==> src/rtl/cp0_exc_ctrl_pkg.sv <==
// Shared CP0 definitions: register numbers, SR/Cause field positions, exception
// codes and controller state encodings.
package cp0_exc_ctrl_pkg;

  localparam logic [4:0] CP0_SR    = 5'd12;
  localparam logic [4:0] CP0_CAUSE = 5'd13;
  localparam logic [4:0] CP0_EPC   = 5'd14;
  localparam logic [4:0] CP0_PRID  = 5'd15;

  localparam int SR_IE        = 0;
  localparam int SR_EXL       = 1;
  localparam int SR_IM_LO     = 10;
  localparam int CAUSE_EXC_LO = 2;
  localparam int CAUSE_IP_LO  = 10;
  localparam int CAUSE_BD     = 31;

  localparam logic [4:0] EXC_INT  = 5'd0;
  localparam logic [4:0] EXC_ADEL = 5'd4;
  localparam logic [4:0] EXC_ADES = 5'd5;
  localparam logic [4:0] EXC_RI   = 5'd10;
  localparam logic [4:0] EXC_OV   = 5'd12;

  localparam logic [31:0] HANDLER_PC_DEFAULT = 32'h0000_4180;

  localparam logic [0:0] ST_RUN     = 1'b0;
  localparam logic [0:0] ST_HANDLER = 1'b1;

endpackage

==> src/rtl/cp0_exc_ctrl_regs.sv <==
// CP0 register storage (SR, Cause, EPC) with exception commit, mtc0 write and
// mfc0 read muxing.
module cp0_regs
  import cp0_exc_ctrl_pkg::*;
#(
  parameter int          INT_W = 6,
  parameter logic [31:0] PRID  = 32'h0000_0000
) (
  input  logic             clk,
  input  logic             reset,
  input  logic [INT_W-1:0] hwint,
  input  logic             take_exc,
  input  logic             take_int,
  input  logic             take_eret,
  input  logic             wr_en,
  input  logic [4:0]       addr,
  input  logic [4:0]       exccode,
  input  logic             bd,
  input  logic [31:0]      pc,
  input  logic [31:0]      wdata,
  output logic [31:0]      rdata,
  output logic [31:0]      epc,
  output logic [INT_W-1:0] sr_im,
  output logic [INT_W-1:0] cause_ip,
  output logic             sr_exl,
  output logic             sr_ie
);

  logic       cause_bd;
  logic [4:0] cause_exc;
  logic       unused_pc_lo;

  assign unused_pc_lo = ^pc[1:0];

  // A delay-slot instruction restarts at its branch, one word earlier.
  function automatic logic [31:0] exc_epc(input logic [29:0] word, input logic in_bd);
    logic [31:0] base;
    base = {word, 2'b00};
    return in_bd ? base - 32'd4 : base;
  endfunction

  always_ff @(posedge clk) begin
    if (reset) begin
      sr_im     <= '0;
      sr_exl    <= 1'b0;
      sr_ie     <= 1'b0;
      cause_ip  <= '0;
      cause_bd  <= 1'b0;
      cause_exc <= 5'd0;
      epc       <= 32'd0;
    end else begin
      cause_ip <= hwint;
      if (take_exc) begin
        sr_exl    <= 1'b1;
        cause_exc <= take_int ? EXC_INT : exccode;
        cause_bd  <= bd;
        epc       <= exc_epc(pc[31:2], bd);
      end else begin
        if (wr_en) begin
          case (addr)
            CP0_SR: begin
              sr_im  <= wdata[SR_IM_LO +: INT_W];
              sr_exl <= wdata[SR_EXL];
              sr_ie  <= wdata[SR_IE];
            end
            CP0_EPC: epc <= {wdata[31:2], 2'b00};
            default: ;
          endcase
        end
        if (take_eret) sr_exl <= 1'b0;
      end
    end
  end

  always_comb begin
    rdata = 32'd0;
    case (addr)
      CP0_SR: begin
        rdata[SR_IM_LO +: INT_W] = sr_im;
        rdata[SR_EXL]            = sr_exl;
        rdata[SR_IE]             = sr_ie;
      end
      CP0_CAUSE: begin
        rdata[CAUSE_BD]              = cause_bd;
        rdata[CAUSE_IP_LO +: INT_W]  = cause_ip;
        rdata[CAUSE_EXC_LO +: 5]     = cause_exc;
      end
      CP0_EPC:  rdata = epc;
      CP0_PRID: rdata = PRID;
      default:  ;
    endcase
  end

endmodule

==> src/rtl/cp0_exc_ctrl.sv <==
// CP0 exception/interrupt controller at the M stage: pending/priority logic,
// EXL sequencing and redirect requests around the cp0_regs storage.
module cp0_exc_ctrl
  import cp0_exc_ctrl_pkg::*;
#(
  parameter logic [31:0] HANDLER_PC = HANDLER_PC_DEFAULT,
  parameter logic [31:0] PRID       = 32'h0000_0000,
  parameter int          INT_W      = 6
) (
  input  logic             clk,
  input  logic             reset,
  input  logic [31:0]      pc_m,
  input  logic             valid_m,
  input  logic [4:0]       exccode_m,
  input  logic             bd_m,
  input  logic             eret_m,
  input  logic             we_m,
  input  logic [4:0]       addr_m,
  input  logic [31:0]      wdata_m,
  input  logic [INT_W-1:0] hwint,
  output logic [31:0]      rdata,
  output logic             exc_req,
  output logic [31:0]      handler_pc,
  output logic             eret_req,
  output logic [31:0]      epc_out
);

  logic [INT_W-1:0] sr_im;
  logic [INT_W-1:0] cause_ip;
  logic             sr_exl;
  logic             sr_ie;
  logic [0:0]       state;
  logic             in_handler;
  logic             int_p;
  logic             exc_p;

  // The controller state is SR.EXL itself, so mtc0 to SR can move it too.
  assign state      = sr_exl ? ST_HANDLER : ST_RUN;
  assign in_handler = (state == ST_HANDLER);

  assign int_p    = (|(cause_ip & sr_im)) & sr_ie & !in_handler;
  assign exc_p    = valid_m & (exccode_m != EXC_INT) & !in_handler;
  assign exc_req  = !reset & (int_p | exc_p);
  assign eret_req = !reset & eret_m & valid_m & !exc_req;

  assign handler_pc = HANDLER_PC;

  cp0_regs #(
    .INT_W (INT_W),
    .PRID  (PRID)
  ) u_regs (
    .clk       (clk),
    .reset     (reset),
    .hwint     (hwint),
    .take_exc  (exc_req),
    .take_int  (int_p),
    .take_eret (eret_req),
    .wr_en     (we_m & valid_m),
    .addr      (addr_m),
    .exccode   (exccode_m),
    .bd        (bd_m),
    .pc        (pc_m),
    .wdata     (wdata_m),
    .rdata     (rdata),
    .epc       (epc_out),
    .sr_im     (sr_im),
    .cause_ip  (cause_ip),
    .sr_exl    (sr_exl),
    .sr_ie     (sr_ie)
  );

endmodule

==> config.mk <==
export PLATFORM = sky130hd
export DESIGN_NAME = cp0_exc_ctrl
export DESIGN_NICKNAME = d
export VERILOG_FILES = /design/src/rtl/cp0_exc_ctrl_pkg.sv /design/src/rtl/cp0_exc_ctrl_regs.sv /design/src/rtl/cp0_exc_ctrl.sv
export SDC_FILE = /design/constraint.sdc
export NUM_CORES = 1
export LEC_CHECK = 0
export ABC_AREA = 1
export CELL_PAD_IN_SITES_DETAIL_PLACEMENT = 0
export CELL_PAD_IN_SITES_GLOBAL_PLACEMENT = 2
export CORE_MARGIN = 4
export CORE_UTILIZATION = 20
export DETAILED_ROUTE_END_ITERATION = 12
export PLACE_DENSITY = 0.8
export SKIP_CTS_REPAIR_TIMING = 1
export SLEW_MARGIN = 10
export SYNTH_ARGS = -nofsm -noshare
export SYNTH_HDL_FRONTEND = slang
export SYNTH_SLANG_ARGS = --single-unit
==> constraint.sdc <==
create_clock -name clk -period 1.7 [get_ports clk]
set_input_delay 0.34 -clock clk [delete_from_list [all_inputs] [get_ports clk]]
set_output_delay 0.34 -clock clk [all_outputs]
set_load 0.1 [all_outputs]
Word-level counts from Yosys, hierarchy flattened
Cells that the tools add are included.

word-level totals
  bits in registers = 52
  bits of input ports = 86
  logic and storage cells = 51

cells by class
  $add $sub $neg = 1
  equal/unequal tests = 3
  mux-type cells = 16
  bitwise logic cells = 12
  reduce and logical (&&, ||, !) cells = 12

operator list
  cell                     number
  $mux W32                 4
  $sub A32 B3 Y32 const B  1
  $pmux W6 S3              1
  $eq A5 B4 Y1 const B     3
  $mux W15                 1
  $pmux W5 S2              1
  $and A1 B1 Y1            9
  $and A6 B6 Y6            1
  $reduce_bool A3 Y1       2
  $reduce_or A6 Y1         1
  $mux W1                  5
  $mux W5                  1
  $reduce_bool A5 Y1       1
  $pmux W2 S2              1
  $reduce_and A2 Y1        2
  $reduce_bool A2 Y1       2
  $logic_not A1 Y1         3
  $mux W3                  1
  $reduce_and A3 Y1        1
  $pmux W1 S2              1
  $not A1 Y1               1
  $or A1 B1 Y1             1

Longest topological paths before layout
  word-level depth = 10
  gate-level depth with buffers = 13
  mapped depth without buffers = 13

Modules after synthesis
A second synthesis with hierarchy kept.

unflattened totals
  cells, all modules = 621
  area total of the unflattened synthesis = 3729.8 sq um

modules (own cells, without submodules)
  module        instances  cells each  area each (sq um)  seq. area each (sq um)
  cp0_regs      1          558         3359.5             1001.0
  cp0_exc_ctrl  1          63          370.4              0.0

Least setup slack after synthesis
Ideal clock, no wire load.

  path kind = register -> output
  start = reg u_regs.epc[5]
  end = out rdata[5]
  data arrival time = 3.200 ns
  required time = 1.360 ns
  slack = -1.840 ns
  stages on the path, launching flop included = 3
  path through = dfxtp_1 > inv_1 > o21ai_0

between the ends
  word-level cells in the longest chain between the ends = 1

RTL lines
  what                      line                     RTL
  start: declaration        cp0_exc_ctrl_regs.sv:22  output logic [31:0] epc,
  start signal: assignment  cp0_exc_ctrl_regs.sv:57  epc <= exc_epc(pc[31:2], bd);
  start signal: assignment  cp0_exc_ctrl_regs.sv:66  CP0_EPC: epc <= {wdata[31:2], 2'b00};
  $pmux W5 S2               cp0_exc_ctrl_regs.sv:77  case (addr)
  end: declaration          cp0_exc_ctrl.sv:21       output logic [31:0] rdata,

Every way passes these cells.

Worst setup path in the final report
  start = in exccode_m[4]
  end = out exc_req

between the ends
  word-level cells in the longest chain between the ends = 5

RTL lines
  what                         line                RTL
  start: declaration           cp0_exc_ctrl.sv:14  input logic [4:0] exccode_m,
  $reduce_bool A5 Y1           cp0_exc_ctrl.sv:42  assign exc_p = valid_m & (exccode_m != EXC_INT) & !in_handler;
  $and A1 B1 Y1 (2 in series)  cp0_exc_ctrl.sv:42
  $or A1 B1 Y1                 cp0_exc_ctrl.sv:43  assign exc_req = !reset & (int_p | exc_p);
  $and A1 B1 Y1                cp0_exc_ctrl.sv:43
  end: declaration             cp0_exc_ctrl.sv:22  output logic exc_req,

Every way passes these cells.

==> key figures <==
Floorplanning
  – Die Y: about 140 um
  – Row count: a little under 50
  – Boundary Pins: around 180
  – Die width: ~140 um
  – CORE AREA: 18150 um^2
  – Die area: 20850 um^2
  – Starting Density: 0.2050

Outcome
  – Status: finished with violations
  – Failing checks: setup timing

Drt
  – Final wirelength: about 15000 um
  – Post-DR vias/cell: 3.987
  – Routed length per instance: between 10 and 15 um
  – Via count: roughly 4200
  – Initial DRT Pass Iterations: 4
  – DRC viols: 0
  – First DRT Iteration DRCs: roughly 130
  – Routed Antenna Nets: 0

Final layout
  – Fin nets: a little over 900
  – Multi-input gate area: around 2700 um^2
  – # diodes: 0
  – Share of cells above drive strength 1: 0.4100
  – Seq. cell area: about 1000 um^2
  – Final Util: 0.4175
  – Most common cell after layout, fill and taps aside: nand2_1
  – Final Cell Area: 7577 um^2
  – Commonest non-fill, non-tap cells in the layout: nand2_1, buf_4, buf_12
  – Fillers: 1867
  – Syn-to-layout area delta: 103.7%

Yosys
  – Top cell type by total area after synthesis: dfxtp_1
  – Mapped Area: roughly 3700 um^2
  – Synth Area in Adders: 0.003364
  – Main combinational cell family by area after synthesis: simple AND/OR/NAND/NOR gates
  – Mux cell area share after synthesis: 0
  – Avg Cell Area, Syn: around 6.3 um^2
  – Simple-gate portion of the synthesized area: 0.3771
  – EDFF count, synth: 0
  – Flops & latches, synth: 50
  – Synth cell types: between 40 and 50
  – Top-area cell type share of the netlist area: 0.2691
  – Fraction of registers with async set/reset: 0
  – Synth Warn #: 0
  – XOR/XNOR Fraction of Synth Area: 0.04709
  – Post-Synthesis Cells: a little under 600
  – Main flop type after synthesis: dfxtp_1
  – Ranking of synthesized cells by area: dfxtp_1, nand2_1, nor2_1
  – Sequential share of the synthesized area: 0.2691
  – Synth Area in Compound Gates: 0.1282

STA
  – Fmax achieved: 525.7 MHz
  – Min Tclk post-route: 1.902 ns
  – Final worst slack: -0.2023 ns
  – RSZ-0062 raised after global routing: true
  – Layout Skew: 0.003262 ns
  – Final Hold Fails: 0
  – Tcrit/Tclk final: 1.119
  – Final setup vio count: 20
  – Max Slew Vio Count: 0

Power
  – VDD IR-drop max: 0.0003673 V
  – Pleak: approximately 3.4 nW
  – Reg power frac: 0.312
  – Sw Pwr: 1.807 mW
  – Clock power share: 0.242
  – Logic gate share of total power: 0.446
  – Power density over the cells: approximately 570 nW/um^2
  – Internal power: ~2.5 mW
  – Switching Fraction: 0.4164

Place
  – HPWL Detailed: ~13000 um
  – Area of placed instances: between 6000 and 7000 um^2
  – Port Buf Inserts: about 150
  – GP Congestion: about 0.84

Worst setup path
  – CP peak stage delay: roughly 0.42 ns
  – FF-to-FF End: u_regs.epc[15]
  – CP arrival: ~1.6 ns
  – Crit-path slowest cell: clkdlybuf4s50_1
  – Crit path max-delay family: buffers and inverters
  – R2r setup slk: -0.01 ns
  – Critical path cell sequence: clkdlybuf4s50_1 -> nor2_1 -> nand3_2 -> nand2_2 -> nand2_4 -> buf_12 -> nand2_4 -> inv_6 -> buf_12
  – CP required: approximately 1.4 ns
  – Worst-case reg-to-reg path depth: 13
  – Setup CP Type: in -> out
  – Worst reg2reg startpoint: u_regs.cause_ip[4]
  – CP endpoint kind: output port
  – CP Launch Type: primary input
  – CP max FO: 5
  – Crit path buf inv count: 4

CTS
  – Clock-pin slew on the worst setup and hold paths: approximately 0.070 ns
  – H-tree depth: 2
  – Sink Count: 50
  – Cts bufs inserted: 5
  – Root buffer cell: clkbuf_16
  – CTS tree: done
  – Clock latency on the worst-skew pair: 0.29 ns
  – CTS max path bufs: 2

Global route
  – Vias in the first global route: 3993
  – First-pass GRT wire length: 22000 um
  – GRT overflow: 0
  – Antenna violations before repair: 0
  – Largest net degree at the start of global routing: 29
  – Global Route Usage Sum: 0.1369

Job
  – Max cap viols: 0

Min path
  – Hold-critical path depth: 3
  – Hold Startpoint: exccode_m[3]
  – Hold Path Class: in -> reg
  – Worst hold endpoint: u_regs.cause_exc[3]
[flip-flops by register name, summed over array words and instances, names as in the netlist]
register and flops:
u_regs.cause_ip 6, u_regs.sr_im 6, u_regs.sr_ie 1, u_regs.sr_exl 1, u_regs.epc 30, u_regs.cause_bd 1
u_regs.cause_exc 5
[per-layer routing]
layer	GRT usage	vias up	wire [um]
li1	-	2229	-
met1	0.1864	1829	7093
met2	0.2319	123	7312
met3	0.02050	9	743
met4	0.02504	0	164
met5	0	-	0
[stage by stage]
step	power, mW	setup slack [ns]	hold WS [ns]	TNS (ns)	cells
after global routing	4.525	-0.2474	0.3692	-3.189	1051
after CTS	4.299	-0.5409	0.4704	-16.53	1037
after detailed placement	3.222	-0.5211	0.4601	-27.44	1029
final	4.340	-0.2023	0.3443	-0.8399	1051
after floorplan	2.528	-0.1722	0.4454	-0.6266	618
after global placement	3.219	-0.5384	0.4618	-27.66	1029
[power groups by stage]
| stage | Sequential [mW] | Clock [mW] | Combinational, mW |
|---|---|---|---|
| global placement | 1.37 | 0 | 1.85 |
| CTS | 1.34 | 1.10 | 1.85 |
| finish | 1.35 | 1.05 | 1.94 |
| global route | 1.36 | 1.13 | 2.03 |
| detailed placement | 1.37 | 0 | 1.85 |
| floorplan | 1.72 | 0 | 0.805 |
[worst min-delay path: stages]
cell and delay, ns:
dlymetal6s2s_1 0.13, nand2_1 0.07, a21oi_1 0.05
[cells by family (layout without fill, tap and decap cells)]
| kind of cell | count (synthesis) | in the layout |
|---|---|---|
| adder cells (fa/ha/maj) | 1 | 1 |
| AND/OR/NAND/NOR | 309 | 310 |
| flip-flops | 50 | 50 |
| AO/OA/AOI/OAI | 80 | 80 |
| XOR/XNOR | 20 | 20 |
| other | 2 | 34 |
| buffers and inverters | 124 | 327 |
[area by class of cell]
class                           count  share of cell area
Timing Repair inverter              1            0.001156
Tap cell                          229             0.03781
Clock inverter                      2            0.001651
Inverter                           73             0.04013
Timing Repair Buffer              245              0.4006
Sequential cell                    50              0.1382
Multi-Input combinational cell    445              0.3621
Clock buffer                        6             0.01833
[worst max-delay path by stage]
stage	startpoint	to	slack, ns	depth (start not counted)
after global routing	u_regs.sr_im[4]	eret_req	-0.25	9
after floorplan	addr_m[4]	rdata[3]	-0.17	3
after CTS	addr_m[4]	rdata[3]	-0.54	7
after global placement	addr_m[4]	rdata[3]	-0.54	7
after detailed placement	addr_m[4]	rdata[3]	-0.52	7
final	exccode_m[4]	exc_req	-0.20	9
[Yosys cell counts, types with 6 or more instances]
| library cell | n |
|---|---|
| a21oi_1 | 21 |
| buf_4 | 37 |
| clkbuf_1 | 7 |
| dfxtp_1 | 50 |
| inv_1 | 66 |
| inv_2 | 6 |
| nand2_1 | 156 |
| nand2_2 | 7 |
| nand3_1 | 20 |
| nand4_1 | 6 |
| nor2_1 | 92 |
| nor2_2 | 7 |
| o21ai_0 | 38 |
| xnor2_1 | 8 |
| xor2_1 | 12 |
(Power assumes the default switching activity.)
